==> config.mk <==
export PLATFORM = sky130hd
export DESIGN_NAME = alu_share_arbiter
export DESIGN_NICKNAME = d
export VERILOG_FILES = /design/src/rtl/alu_share_arbiter.sv
export SDC_FILE = /design/constraint.sdc
export NUM_CORES = 1
export LEC_CHECK = 0
export BUFFER_PORTS_ARGS = -buffer_cell sky130_fd_sc_hd__clkbuf_2
export CAP_MARGIN = 10
export CORE_ASPECT_RATIO = 0.7
export CORE_MARGIN = 10
export CORE_UTILIZATION = 49
export CTS_BUF_LIST = sky130_fd_sc_hd__clkbuf_4
export DETAILED_ROUTE_END_ITERATION = 7
export PLACE_DENSITY = 0.82
export SYNTH_ARGS = -nofsm -noshare
export SYNTH_HDL_FRONTEND = slang
export SYNTH_SLANG_ARGS = --single-unit
export TNS_END_PERCENT = 30
==> constraint.sdc <==
create_clock -name clk -period 2.1 [get_ports clk]
set_input_delay 0.105 -clock clk [delete_from_list [all_inputs] [get_ports clk]]
set_output_delay 0.105 -clock clk [all_outputs]
set_load 0.05 [all_outputs]
==> src/rtl/alu_share_arbiter.sv <==
// alu_share_arbiter
// Round-robin arbiter that time-shares one combinational ALU between two
// requesters. Each requester uses a valid/ready request channel and a
// valid/ready response channel. Only one operation is in flight at a time.
// The response result and flags share one bus. The rspN_valid lines say
// which requester the bus currently belongs to.

module alu_share_arbiter #(
    parameter int WIDTH   = 8,   // operand/result width, must match the ALU
    parameter int ALU_LAT = 1    // cycles operands sit on the ALU, 1..15
) (
    input  logic             clk,
    input  logic             rst_n,

    // requester 0
    input  logic             req0_valid,
    output logic             req0_ready,
    input  logic [1:0]       req0_op,
    input  logic [WIDTH-1:0] req0_a,
    input  logic [WIDTH-1:0] req0_b,

    // requester 1
    input  logic             req1_valid,
    output logic             req1_ready,
    input  logic [1:0]       req1_op,
    input  logic [WIDTH-1:0] req1_a,
    input  logic [WIDTH-1:0] req1_b,

    // responses (shared data bus, per-requester valid/ready)
    output logic             rsp0_valid,
    input  logic             rsp0_ready,
    output logic             rsp1_valid,
    input  logic             rsp1_ready,
    output logic [WIDTH-1:0] rsp_y,
    output logic [4:0]       rsp_flags,

    // ALU side
    output logic [1:0]       alu_op,
    output logic [WIDTH-1:0] alu_a,
    output logic [WIDTH-1:0] alu_b,
    output logic             alu_oe,
    input  logic [WIDTH-1:0] alu_y,
    input  logic             alu_parity,
    input  logic             alu_overflow,
    input  logic             alu_greater,
    input  logic             alu_is_eq,
    input  logic             alu_less,

    // status
    output logic             busy,
    output logic [15:0]      done_cnt
);

    typedef enum logic [1:0] {
        IDLE  = 2'd0,
        ISSUE = 2'd1,
        RESP  = 2'd2
    } state_t;

    // lat_cnt is loaded with ALU_LAT-1, so ISSUE lasts exactly ALU_LAT cycles
    localparam logic [3:0] LAT_INIT = 4'(ALU_LAT - 1);

    state_t      state;
    logic [3:0]  lat_cnt;
    logic [15:0] done_cnt_q;

    // last_grant doubles as the owner of the in-flight operation: it is
    // written with the granted requester at accept time and only changes
    // again at the next accept, which cannot happen before the response
    // has been taken.
    logic        last_grant;

    logic        grant_valid;
    logic        grant_id;
    logic        owner_rsp_ready;
    logic        rsp_handshake;

    // Round-robin grant decision, only meaningful while IDLE
    always_comb begin
        // NOTE: every output of a combinational block gets a default first,
        // so that no path through the block leaves it unassigned (a latch).
        grant_valid = 1'b0;
        grant_id    = 1'b0;
        if (state == IDLE) begin
            if (req0_valid && req1_valid) begin
                grant_valid = 1'b1;
                grant_id    = ~last_grant;
            end else if (req0_valid) begin
                grant_valid = 1'b1;
                grant_id    = 1'b0;
            end else if (req1_valid) begin
                grant_valid = 1'b1;
                grant_id    = 1'b1;
            end
        end
    end

    // Request handshake completes in the same cycle the grant is decided
    assign req0_ready = grant_valid && (grant_id == 1'b0);
    assign req1_ready = grant_valid && (grant_id == 1'b1);

    // Response handshake with whichever requester owns the result
    assign owner_rsp_ready = last_grant ? rsp1_ready : rsp0_ready;
    assign rsp_handshake   = (state == RESP) && owner_rsp_ready;

    assign busy     = (state != IDLE);
    assign done_cnt = done_cnt_q;

    // Control FSM with registered ALU-side and response-side outputs
    always_ff @(posedge clk) begin
        // NOTE: all state in clocked blocks uses non-blocking assignments, so
        // every register samples the pre-edge values of the others.
        if (!rst_n) begin
            state      <= IDLE;
            last_grant <= 1'b1;   // requester 0 wins the first tie
            lat_cnt    <= 4'd0;
            alu_oe     <= 1'b0;
            alu_op     <= 2'b00;
            alu_a      <= '0;
            alu_b      <= '0;
            rsp0_valid <= 1'b0;
            rsp1_valid <= 1'b0;
            rsp_y      <= '0;
            rsp_flags  <= 5'b0;
            done_cnt_q <= 16'd0;
        end else begin
            case (state)
                IDLE: begin
                    if (grant_valid) begin
                        // The ALU output registers double as the latched
                        // operation, so they are held for the whole ISSUE.
                        last_grant <= grant_id;
                        alu_oe     <= 1'b1;
                        alu_op     <= grant_id ? req1_op : req0_op;
                        alu_a      <= grant_id ? req1_a  : req0_a;
                        alu_b      <= grant_id ? req1_b  : req0_b;
                        lat_cnt    <= LAT_INIT;
                        state      <= ISSUE;
                    end
                end

                ISSUE: begin
                    if (lat_cnt != 4'd0) begin
                        lat_cnt <= lat_cnt - 4'd1;
                    end else begin
                        rsp_y      <= alu_y;
                        rsp_flags  <= {alu_parity, alu_overflow, alu_greater,
                                       alu_is_eq, alu_less};
                        rsp0_valid <= ~last_grant;
                        rsp1_valid <= last_grant;
                        // ALU inputs return to zero outside ISSUE
                        alu_oe     <= 1'b0;
                        alu_op     <= 2'b00;
                        alu_a      <= '0;
                        alu_b      <= '0;
                        state      <= RESP;
                    end
                end

                RESP: begin
                    // No timeout: the result waits for the owner indefinitely
                    if (rsp_handshake) begin
                        rsp0_valid <= 1'b0;
                        rsp1_valid <= 1'b0;
                        done_cnt_q <= done_cnt_q + 16'd1;
                        state      <= IDLE;
                    end
                end

                default: begin
                    state <= IDLE;
                end
            endcase
        end
    end

endmodule

==> key figures, run 1 <==
GRT
  • Overall routing resource usage: 18.0%
  • Total grt overflow: 0
  • First-pass GRT wire length: 12,500 µm
  • Vias in the first global route: 2,566
  • Initial antenna violation count: 0
  • Largest net degree at the start of global routing: 43

Timing
  • Clock skew: 14.3 ps
  • Sum Neg Setup Slack: 0 ps
  • Final Hold Vio Count: 0
  • Crit share post-route: around nine tenths
  • Max transition margin: 52.0%
  • Max Transition Viols Final: 0
  • Min Tclk post-route: between 1500 and 2000 ps
  • RSZ-0062 raised after global routing: false
  • Fmax: 534 MHz
  • Slew @ Worst Pin: roughly 720 ps
  • Final setup vio count: 0

Placement
  • I/O Buffers: between 100 and 150
  • Placed inst area: 3120 µm²
  • Post-DP HPWL: 5760 µm
  • GP Congestion: 0.775

Drt
  • Remaining DRCs: 0
  • Vias per inst: 5.20
  • WL/cell: around 15 µm
  • Drt first pass iters: 4
  • 1st-iter DRT viols: 129
  • Vias: 2,657
  • DRT antenna net count: 0
  • Final wirelength: 7720 µm

Power and ir drop
  • P_leak: ~1.6 nW
  • Sequential power share: 45.0%
  • Combinational fraction of design power: approximately a quarter
  • Int Power: about 1.7 mW
  • NetSw: 0.883 mW
  • VDD IR-drop max: 479 µV
  • Final Power: 2.63 mW
  • Clock Power Share: 29.7%
  • Switching Share: 33.6%
  • PD cells: a little under 800 nW/µm²

Worst setup path
  • Critical path class: reg2reg
  • CP Capture Type: register
  • CP Max Fanout: 11
  • Max incr delay on CP: 610 ps
  • Arrival time at the worst endpoint: 2190 ps
  • Worst setup SP type: register
  • Slowest cell on crit path: or4_1
  • Cell Chain, Critical Path: and4_1 > nand4_1 > or4_1 > a21oi_1
  • Data required time of the critical path: 2420 ps
  • Flop-to-flop setup slack: approximately 230 ps

Floorplan
  • Top Ports: 108
  • Initial Utilization: between 50% and 60%
  • FP Rows: 21
  • Die W: 106 µm
  • Core area: 4890 µm²
  • Total die area: 8470 µm²
  • Die Ht: 80.1 µm

Yosys
  • Ys flop type: dfxtp_1
  • Synth Net Count: 378
  • Synth Warn #: 0
  • Mapped cell area: 2520 µm²
  • Average cell area after synthesis: 7.89 µm²
  • Sequential cell area fraction in the yosys report: 45.2%
  • Cell count after synthesis: 320
  • Synth cell types: 39
  • Post-synth EDFFs: 0
  • FFs w/ async S/R, synth: 0%
  • #FFs+latches synth: 57

Min path
  • Hold/Removal Path Class: in2reg

Run status
  • Status: completed

Clock network
  • CTS Buffer Depth: 2
  • Root Driver: clkbuf_4
  • CTS sink cnt: 57
  • Worst-Skew Late Latency: approximately 400 ps
  • Total CTS buffers: 9
  • PostCTS Resize Cnt: 0
  • CTS tree: yes
  • Reg clk slew, reported paths: 100 ps
  • H-tree levels: 3

Cells and area
  • Finished layout cell area: ~3400 µm²
  • Area growth, synth to finish: 34.1%
  • Fillers: 407
  • Final Net Count: ~500
  • N_diodes: 0
  • Share of cells above drive strength 1: 30.5%

Run
  • MaxCap Viol Count: 0
## metrics by stage
stage | setup slack (ps) | hold slack [ps] | util [%] | std cells
2_1_floorplan | 106 | 241 | - | 320
3_3_place_gp | 354 | 330 | 63.9 | 482
3_5_place_dp | 282 | 338 | 63.9 | 482
4_1_cts | 253 | 2.11 | 69.3 | 511
5_1_grt | 112 | 4.47 | 69.3 | 511
6_report | 228 | 27.8 | 69.3 | 511
## timing repair
action | in CTS | in global routing
endpoints found under the hold margin | 13 | 0
hold buffers | 13 | 0
setup buffers | 0 | 0
## worst paths after layout
kind                     start  cells past startpoint           end
setup / recovery   done_cnt[3]                      4  done_cnt[12]
hold / removal       req1_a[7]                      4      alu_a[7]
setup reg to reg   done_cnt[3]                      4  done_cnt[12]
hold reg to reg   rsp_flags[0]                      2  rsp_flags[0]
## synthesized netlist by cell type, drive strengths merged (2+ instances only)
cell / number / share of area, %
a21o: 18 / 5.4
a21oi: 43 / 8.5
and3: 2 / 0.50
buf: 2 / 0.74
clkbuf: 18 / 2.7
dfxtp: 57 / 45
ha: 3 / 1.5
inv: 8 / 1.2
mux2i: 3 / 1.2
nand2: 74 / 11
nand3: 32 / 6.3
nand4: 2 / 0.50
nor2: 15 / 2.2
nor2b: 2 / 0.50
o21ai: 4 / 0.79
o31ai: 4 / 1.2
or3: 4 / 1.2
or4: 5 / 1.5
xor2: 8 / 2.8
## flip-flops by register name (all words and copies together), names as in the netlist, 2 cells and up
name       count
alu_b          8
lat_cnt        4
alu_a          8
state          2
done_cnt      16
rsp_flags      5
alu_op         2
rsp_y          8
## layout by cell type (no fill, tap or decap), drive strengths merged, types with 3 or more instances in the layout
| cell type | count |
|---|---|
| inv | 8 |
| dfxtp | 57 |
| o31ai | 4 |
| ha | 3 |
| a21o | 18 |
| xor2 | 8 |
| nand2 | 74 |
| or3 | 4 |
| or4 | 5 |
| nand3 | 32 |
| clkbuf | 119 |
| nor2 | 15 |
| o21ai | 4 |
| mux2i | 3 |
| buf | 6 |
| dlygate4sd3 | 13 |
| a21oi | 43 |
| clkinv | 3 |
## worst max-delay path: cells and delay by family (launching register included)
kind | cells | cell delay (ps)
DFF | 1 | 430
and+or+nand+nor | 3 | 1210
AOI/OAI and AO/OA | 1 | 150
## power groups by stage
stage | clock network (mW) | logic [mW] | registers [mW]
floorplan | 0 | 0.255 | 1.40
global placement | 0 | 0.642 | 1.20
detailed placement | 0 | 0.648 | 1.21
CTS | 0.800 | 0.669 | 1.18
global route | 0.855 | 0.716 | 1.19
finish | 0.779 | 0.666 | 1.18
## area by class of cell
type | instances | area, µm² | area share (%)
well taps | 69 | 86.3 | 2.55
clock buffers | 12 | 90.1 | 2.66
clock inverters | 4 | 43.8 | 1.29
repair buffers | 126 | 723 | 21.4
inverters | 8 | 30.0 | 0.887
multi-input cells | 235 | 1270 | 37.5
flip-flops and latches | 57 | 1140 | 33.7
## layer usage
metal,wire [µm],GRT usage [%],vias to the layer above,share of wire [%]
li1,-,-,1342,-
met1,3190,20.1,1216,41
met2,3830,30.5,89,50
met3,588,7.42,10,7.6
met4,107,6.06,0,1.4
met5,0,0,-,0
## kinds of logic after synthesis
group | after synthesis | synth area share [%]
simple gates | 145 | 26.4
compound gates | 74 | 17.5
flops | 57 | 45.2
buf+inv | 28 | 4.61
xor+xnor | 9 | 3.12
mux | 4 | 1.64
fa+ha+maj | 3 | 1.49
No activity file was read; power rests on OpenSTA's default activity.
==> inputs of run 2 (changes only) <==
Settings changed: CELL_PAD_IN_SITES_DETAIL_PLACEMENT from default to 1, CELL_PAD_IN_SITES_GLOBAL_PLACEMENT from default to 1, CORE_MARGIN 10 to 1.5, CORE_UTILIZATION 49 to 34, PLACE_DENSITY 0.82 to default, PLACE_DENSITY_LB_ADDON from default to 0.1.
==> run 2 against run 1 <==
  * Design area rose by 4.8%
  * Combinational power rose by 5.3%
  * Clock-buffer cell count fell by 2
  * Worst hold slack improved by 2.5 ps
  * Power rose by 1.6%
  * Critical path depth rose by 3
  * Die area fell by 6.0%
  * Utilization fell by 20 points
  * First-iteration DRC count fell by 38%
  * Non-clock buffer count rose by 11
  * Critical endpoint is now alu_a[2]
==> key figures, run 2 (synthesized netlist as in run 1, its figures left out) <==
Clock network
  • Reg clk slew, reported paths: 90 ps (about the same)
  • CTS Buffer Depth: 2 (unchanged)
  • Total CTS buffers: 9 (unchanged)
  • H-tree levels: 3 (unchanged)
  • Worst-Skew Late Latency: 410 ps (about the same)
  • Root Driver: clkbuf_4
  • CTS sink cnt: 57 (unchanged)
  • CTS tree: yes

Cells and area
  • Share of cells above drive strength 1: 30.0% (-0.59 points)
  • Finished layout cell area: 3550 µm² (+4.8%)
  • Final Net Count: 507 (+2.4%)
  • Core Util, Final: 48.9% (-20 points)
  • Multi-input gate area: 1300 µm² (+2.0%)
  • Storage element area: 1140 µm² (unchanged)
  • Commonest cells after routing, fill and taps aside: 107 x clkbuf_2, 74 x nand2_1, 57 x dfxtp_1
  • N_diodes: 0 (unchanged)
  • Max FFs per register: 16 (unchanged)
  • Commonest non-fill, non-tap cell in the layout: clkbuf_2
  • Fillers: 942 (+130%)
  • Area growth, synth to finish: 40.5%
  • Fin cells: 552 (+8.0%)

Power and ir drop
  • Combinational fraction of design power: 26.3% (+0.9 points)
  • Clock Power Share: 29.4% (-0.3 points)
  • Switching Share: 35.1% (+1.5 points)
  • PD cells: 752 nW/µm² (-3.0%)
  • P_leak: 1.59 nW (+2.1%)
  • Sequential power share: 44.3% (-0.7 points)
  • NetSw: 0.938 mW (+6.3%)
  • Int Power: 1.73 mW (-0.71%)
  • VDD IR-drop max: 375 µV (-22%)
  • Final Power: 2.67 mW (+1.6%)

Timing
  • Max transition margin: 33.4% (-19 points)
  • Crit share post-route: 90.2% (+1.0 points)
  • RSZ-0062 raised after global routing: false
  • Min Tclk post-route: 1890 ps (+21.1 ps)
  • Sum Neg Setup Slack: 0 ps (unchanged)
  • Final setup vio count: 0 (unchanged)
  • Max Transition Viols Final: 0 (unchanged)
  • Final Hold Vio Count: 0 (unchanged)
  • Post-route setup slack: 206 ps (-21.1 ps)
  • Clock skew: 20.5 ps (+6.24 ps)
  • Fmax: 528 MHz (-1.1%)
  • Fin Hold WS: 30.4 ps (+2.55 ps)
  • Slew @ Worst Pin: 999 ps (+280 ps)

Worst setup path
  • CP startpoint: last_grant
  • CP Capture Point: alu_a[2]
  • Critical path class: reg2reg
  • CP Capture Type: register
  • Flop-to-flop setup slack: 210 ps (-20 ps)
  • Reg2reg path depth: 7 (+3)
  • Arrival time at the worst endpoint: 2220 ps (+30 ps)
  • Data required time of the critical path: 2430 ps (about the same)
  • Reg2reg start: last_grant
  • FF-to-FF End: alu_a[2]
  • CP Max Fanout: 18 (+7)
  • Worst setup SP type: register

Drt
  • Drt first pass iters: 4 (unchanged)
  • DRT antenna net count: 0 (unchanged)
  • Vias per inst: 4.95 (-4.9%)
  • Vias: 2,730 (+2.7%)
  • Remaining DRCs: 0 (unchanged)
  • Final wirelength: 7900 µm (+2.4%)
  • WL/cell: 14.3 µm (-5.2%)
  • 1st-iter DRT viols: 80 (-38%)

Placement
  • I/O Buffers: 107 (unchanged)
  • Placed inst area: 3150 µm² (+0.76%)
  • Cells after DPL: 510 (+5.8%)
  • GP Congestion: 0.736 (-5.0%)
  • Post-DP HPWL: 5200 µm (-9.8%)
  • DP Worst Slack: 212 ps (-69.9 ps)

GRT
  • Overall routing resource usage: 19.9% (+1.9 points)
  • Vias in the first global route: 2,561 (-0.19%)
  • Largest net degree at the start of global routing: 46 (+7.0%)
  • Initial antenna violation count: 0 (unchanged)
  • First-pass GRT wire length: 12,200 µm (-2.0%)
  • Total grt overflow: 0 (unchanged)

Floorplan
  • Core area: 7250 µm² (+48%)
  • Top Ports: 108 (unchanged)
  • Die W: 106 µm (+0.19%)
  • FP Rows: 26 (+24%)
  • Initial Utilization: 34.8% (-17 points)
  • Die Ht: 75.1 µm (-6.2%)
  • Total die area: 7960 µm² (-6.0%)

Run
  • MaxCap Viol Count: 0 (unchanged)

Min path
  • Hold/Removal Path Class: in2reg

Run status
  • Status: completed
[run 2: cell count changes in the layout (fill, tap and decap cells not counted), sizes merged]
cell / change
o21ai: +1
dlygate4sd3: +12
clkinvlp: +2
buf: -1
clkbuf: -2
[run 2: worst min-delay path by stage]
stage / startpoint / to / slack [ps] / cells after the start
2_1_floorplan: alu_less / rsp_flags[0] / 240 / 2
3_3_place_gp: alu_overflow / rsp_flags[3] / 330 / 3
3_5_place_dp: alu_y[0] / rsp_y[0] / 340 / 3
4_1_cts: req1_a[3] / alu_a[3] / 0.8 / 4
5_1_grt: req1_b[4] / alu_b[4] / 0.2 / 4
6_report: req0_b[3] / alu_b[3] / 30 / 4
[run 2: critical path: stages, from the launching register on]
cell and delay (ps):
dfxtp_1 340, buf_4 170, a21boi_1 130, buf_4 250, nand2_1 80, a21o_1 150
dlygate4sd3_1 550, a21oi_1 140
[run 2: what timing repair did]
action                                 CTS  global route
resized for setup                        0             2
buffers inserted                         0             0
hold buffers                            25             0
endpoints found under the hold margin   21             0
setup endpoints to repair                0             4
[run 2: metal layers]
metal  up-vias  track usage, %  share of wire [%]
li1       1356               -                  -
met1      1297            24.8                 48
met2        69            33.3                 46
met3         8            7.19                4.8
met4         0            4.80                1.1
met5         -               0                  0
[run 2: power groups by stage]
stage / Clock, mW / Sequential [mW] / Combinational (mW)
3_3_place_gp: 0 / 1.20 / 0.641
3_5_place_dp: 0 / 1.21 / 0.647
4_1_cts: 0.818 / 1.18 / 0.693
2_1_floorplan: 0 / 1.40 / 0.255
6_report: 0.785 / 1.18 / 0.701
5_1_grt: 0.869 / 1.19 / 0.756
[run 2: cell type report]
| class | count | area share, % |
|---|---|---|
| timing repair buffer | 137 | 23.2 |
| tap | 98 | 3.46 |
| clock inverter | 6 | 1.66 |
| sequential | 57 | 32.2 |
| clock buffer | 10 | 2.12 |
| multi-input combinational | 236 | 36.5 |
| inverter | 8 | 0.847 |
==> inputs of run 3 (changes only) <==
--- a/config.mk
+++ b/config.mk
@@ -6,4 +6,5 @@
 export NUM_CORES = 1
 export LEC_CHECK = 0
+export ABC_AREA = 1
 export BUFFER_PORTS_ARGS = -buffer_cell sky130_fd_sc_hd__clkbuf_2
 export CAP_MARGIN = 10
==> constraint.sdc (replaced) <==
create_clock -name clk -period 2.1 [get_ports clk]
set_input_delay 0.42 -clock clk [delete_from_list [all_inputs] [get_ports clk]]
set_output_delay 0.42 -clock clk [all_outputs]
set_load 0.05 [all_outputs]
==> run 3 against run 2 <==
  * Highest routed layer unchanged
  * Clock-buffer cell count down 1
  * Global-route usage down 0.88 points
  * Sequential cell count unchanged
  * Critical path type is now reg2out
  * Wire length down 7.0%
  * Critical endpoint is now req0_ready
  * Worst setup slack worse by 28 ps
  * Largest cell class unchanged
  * Design area down 4.6%
==> key figures, run 3 <==
Run status
  • Status: completed

Timing
  • Min Tclk post-route: 1920 ps (+28.0 ps)
  • Max transition margin: 69.6% (+36 points)
  • Sum Neg Setup Slack: 0 ps (unchanged)
  • Slew @ Worst Pin: 454 ps (-545 ps)
  • Max Transition Viols Final: 0 (unchanged)
  • Final Hold Vio Count: 0 (unchanged)
  • Clock skew: 15.6 ps (-4.97 ps)
  • Fmax: 520 MHz (-1.5%)
  • RSZ-0062 raised after global routing: false
  • Crit share post-route: 91.5% (+1.3 points)
  • Final setup vio count: 0 (unchanged)

Worst setup path
  • CP Capture Type: primary output
  • Critical path class: reg2out
  • Data required time of the critical path: 1680 ps (-750 ps)
  • Worst setup SP type: register
  • CP Max Fanout: 7 (-11)
  • Reg2reg path depth: 7 (unchanged)
  • Flop-to-flop setup slack: 440 ps (+230 ps)
  • Reg2reg start: lat_cnt[0]
  • FF-to-FF End: rsp1_valid
  • Arrival time at the worst endpoint: 1500 ps (-720 ps)

Clock network
  • CTS Buffer Depth: 2 (unchanged)
  • Total CTS buffers: 9 (unchanged)
  • Worst-Skew Late Latency: 400 ps (about the same)
  • CTS tree: yes
  • Root Driver: clkbuf_4
  • PostCTS Resize Cnt: 0 (unchanged)
  • H-tree levels: 3 (unchanged)
  • CTS sink cnt: 57 (unchanged)
  • Reg clk slew, reported paths: 100 ps (about the same)
  • Post CTS Setup Buffer Count: 0 (unchanged)
  • CTS hold repair buffers: 0 (-100%)

Yosys
  • Ys flop type: dfxtp_1
  • Top cells by area, synth: dfxtp_1 43%, nand2_1 10%, nor2_1 7.4%
  • Post-synth EDFFs: 0 (unchanged)
  • Average cell area after synthesis: 7.16 µm² (-9.2%)
  • Synth cell types: 30 (-23%)
  • Mapped cell area: 2640 µm² (+4.4%)
  • Share of the synthesized area in the top cell type: 43.3% (-1.9 points)
  • Synth Net Count: 426 (+13%)
  • Most frequent cell after synthesis: nand2_1
  • Yosys top cell by area: dfxtp_1
  • Sequential cell area fraction in the yosys report: 43.3% (-1.9 points)
  • Synth Warn #: 0 (unchanged)
  • #FFs+latches synth: 57 (unchanged)
  • Cell count after synthesis: 368 (+15%)
  • Commonest cells in the netlist: 70 x nand2_1, 57 x dfxtp_1, 52 x nor2_1
  • FFs w/ async S/R, synth: 0% (unchanged)

Power and ir drop
  • VDD IR-drop max: 595 µV (+59%)
  • Combinational fraction of design power: 45.7% (+19 points)
  • Int Power: 2.27 mW (+31%)
  • NetSw: 2.05 mW (+120%)
  • P_leak: 1.65 nW (+3.8%)
  • PD cells: 1280 nW/µm² (+70%)
  • Switching Share: 47.5% (+12 points)
  • Clock Power Share: 20.5% (-8.9 points)
  • Sequential power share: 33.8% (-10 points)

Cells and area
  • Finished layout cell area: 3380 µm² (-4.6%)
  • N_diodes: 0 (unchanged)
  • Area growth, synth to finish: 28.4%
  • Max FFs per register: 16 (unchanged)
  • Share of cells above drive strength 1: 31.0% (+1.1 points)
  • Fillers: 992 (+5.3%)
  • Commonest cells after routing, fill and taps aside: 107 x clkbuf_2, 70 x nand2_1, 57 x dfxtp_1
  • Commonest non-fill, non-tap cell in the layout: clkbuf_2
  • Storage element area: 1140 µm² (unchanged)
  • Final Net Count: 533 (+5.1%)
  • Multi-input gate area: 1210 µm² (-6.3%)

Drt
  • Final wirelength: 7350 µm (-7.0%)
  • Remaining DRCs: 0 (unchanged)
  • Drt first pass iters: 4 (unchanged)
  • WL/cell: 12.7 µm (-11%)
  • DRT antenna net count: 0 (unchanged)
  • Vias: 2,691 (-1.4%)
  • Vias per inst: 4.66 (-5.9%)
  • 1st-iter DRT viols: 58 (-28%)

Placement
  • Placed inst area: 3230 µm² (+2.7%)
  • Post-DP HPWL: 5540 µm (+6.5%)
  • I/O Buffers: 107 (unchanged)
  • GP Congestion: 0.739 (+0.38%)

Min path
  • Worst hold stages: 3 (-1)
  • Hold Path End: rsp_y[4]
  • Hold/Removal Path Class: in2reg
  • Hold Startpoint: alu_y[4]

Floorplan
  • Initial Utilization: 35.5% (+0.74 points)
  • Total die area: 8300 µm² (+4.3%)
  • Die Ht: 76.7 µm (+2.1%)
  • Top Ports: 108 (unchanged)
  • Die W: 108 µm (+2.1%)
  • Core area: 7420 µm² (+2.2%)
  • FP Rows: 26 (unchanged)

Run
  • MaxCap Viol Count: 0 (unchanged)

GRT
  • Vias in the first global route: 2,681 (+4.7%)
  • First-pass GRT wire length: 12,500 µm (+2.4%)
  • Largest net degree at the start of global routing: 38 (-17%)
  • Overall routing resource usage: 19.0% (-0.88 points)
  • Total grt overflow: 0 (unchanged)
  • Initial antenna violation count: 0 (unchanged)
## run 3: changes by cell type in the layout (fill, tap and decap cells not counted), moves of 10 or more
cell / before / now
dlygate4sd3_1: 25 / 0
nand3_1: 32 / 9
a21o_1: 18 / 0
inv_1: 7 / 47
a21oi_2: 0 / 10
nor2_1: 14 / 51
o21ai_0: 3 / 25
## run 3: area by class of cell
type                    instances  area share (%)
clock buffers                   9            2.00
clock inverters                 7            2.51
inverters                      50            5.55
multi-input cells             246            35.9
flip-flops and latches         57            33.7
well taps                      98            3.62
repair buffers                111            16.7
## run 3: critical path: stages (launching register included)
cell and delay (ps):
dfxtp_1 350, nor2_2 190, o21ai_2 160, nor2_2 120, clkbuf_2 280
## run 3: worst max path at each step
stage / from / endpoint / slack, ps / cells after the start
final: state[0] / req0_ready / 180 / 4
after global placement: lat_cnt[0] / rsp1_valid / 510 / 7
after global routing: state[0] / req0_ready / 60 / 4
after detailed placement: lat_cnt[0] / rsp1_valid / 410 / 7
after CTS: state[0] / req0_ready / 130 / 4
after floorplan: req0_valid / req0_ready / 90 / 6
## run 3: power groups by stage
stage	Combinational (mW)	Sequential (mW)	Clock, mW
6_report	1.97	1.46	0.886
5_1_grt	2.16	1.49	0.967
4_1_cts	2.00	1.46	0.927
3_5_place_dp	2.00	1.49	0
3_3_place_gp	1.95	1.48	0
2_1_floorplan	0.891	2.15	0
## run 3: through the flow
| step | power (mW) | setup WS (ps) | hold WS (ps) | util, % | instances |
|---|---|---|---|---|---|
| 4_1_cts | 4.40 | 132 | 210 | 45.6 | 578 |
| 5_1_grt | 4.61 | 61.9 | 222 | 45.6 | 578 |
| 2_1_floorplan | 3.04 | 88.6 | 426 | - | 368 |
| 3_5_place_dp | 3.49 | 411 | 458 | 43.6 | 562 |
| 6_report | 4.32 | 178 | 243 | 45.6 | 578 |
| 3_3_place_gp | 3.43 | 514 | 440 | 43.6 | 562 |
## run 3: per-layer routing
layer | wire (µm) | share of wire (%) | GRT usage (%)
met5 | 0 | 0 | 0
met2 | 3350 | 46 | 30.9
met4 | 108 | 1.5 | 6.97
met3 | 354 | 4.8 | 4.93
met1 | 3530 | 48 | 24.2
## run 3: kinds of logic (layout without fill, tap and decap cells)
kind of cell    after synthesis  in the layout  synth area share [%]
buf+inv                      65            177                  10.7
compound gates               86             86                  18.2
flops                        57             57                  43.3
simple gates                154            154                  25.4
fa+ha+maj                     3              3                  1.42
xor+xnor                      3              3                 0.997
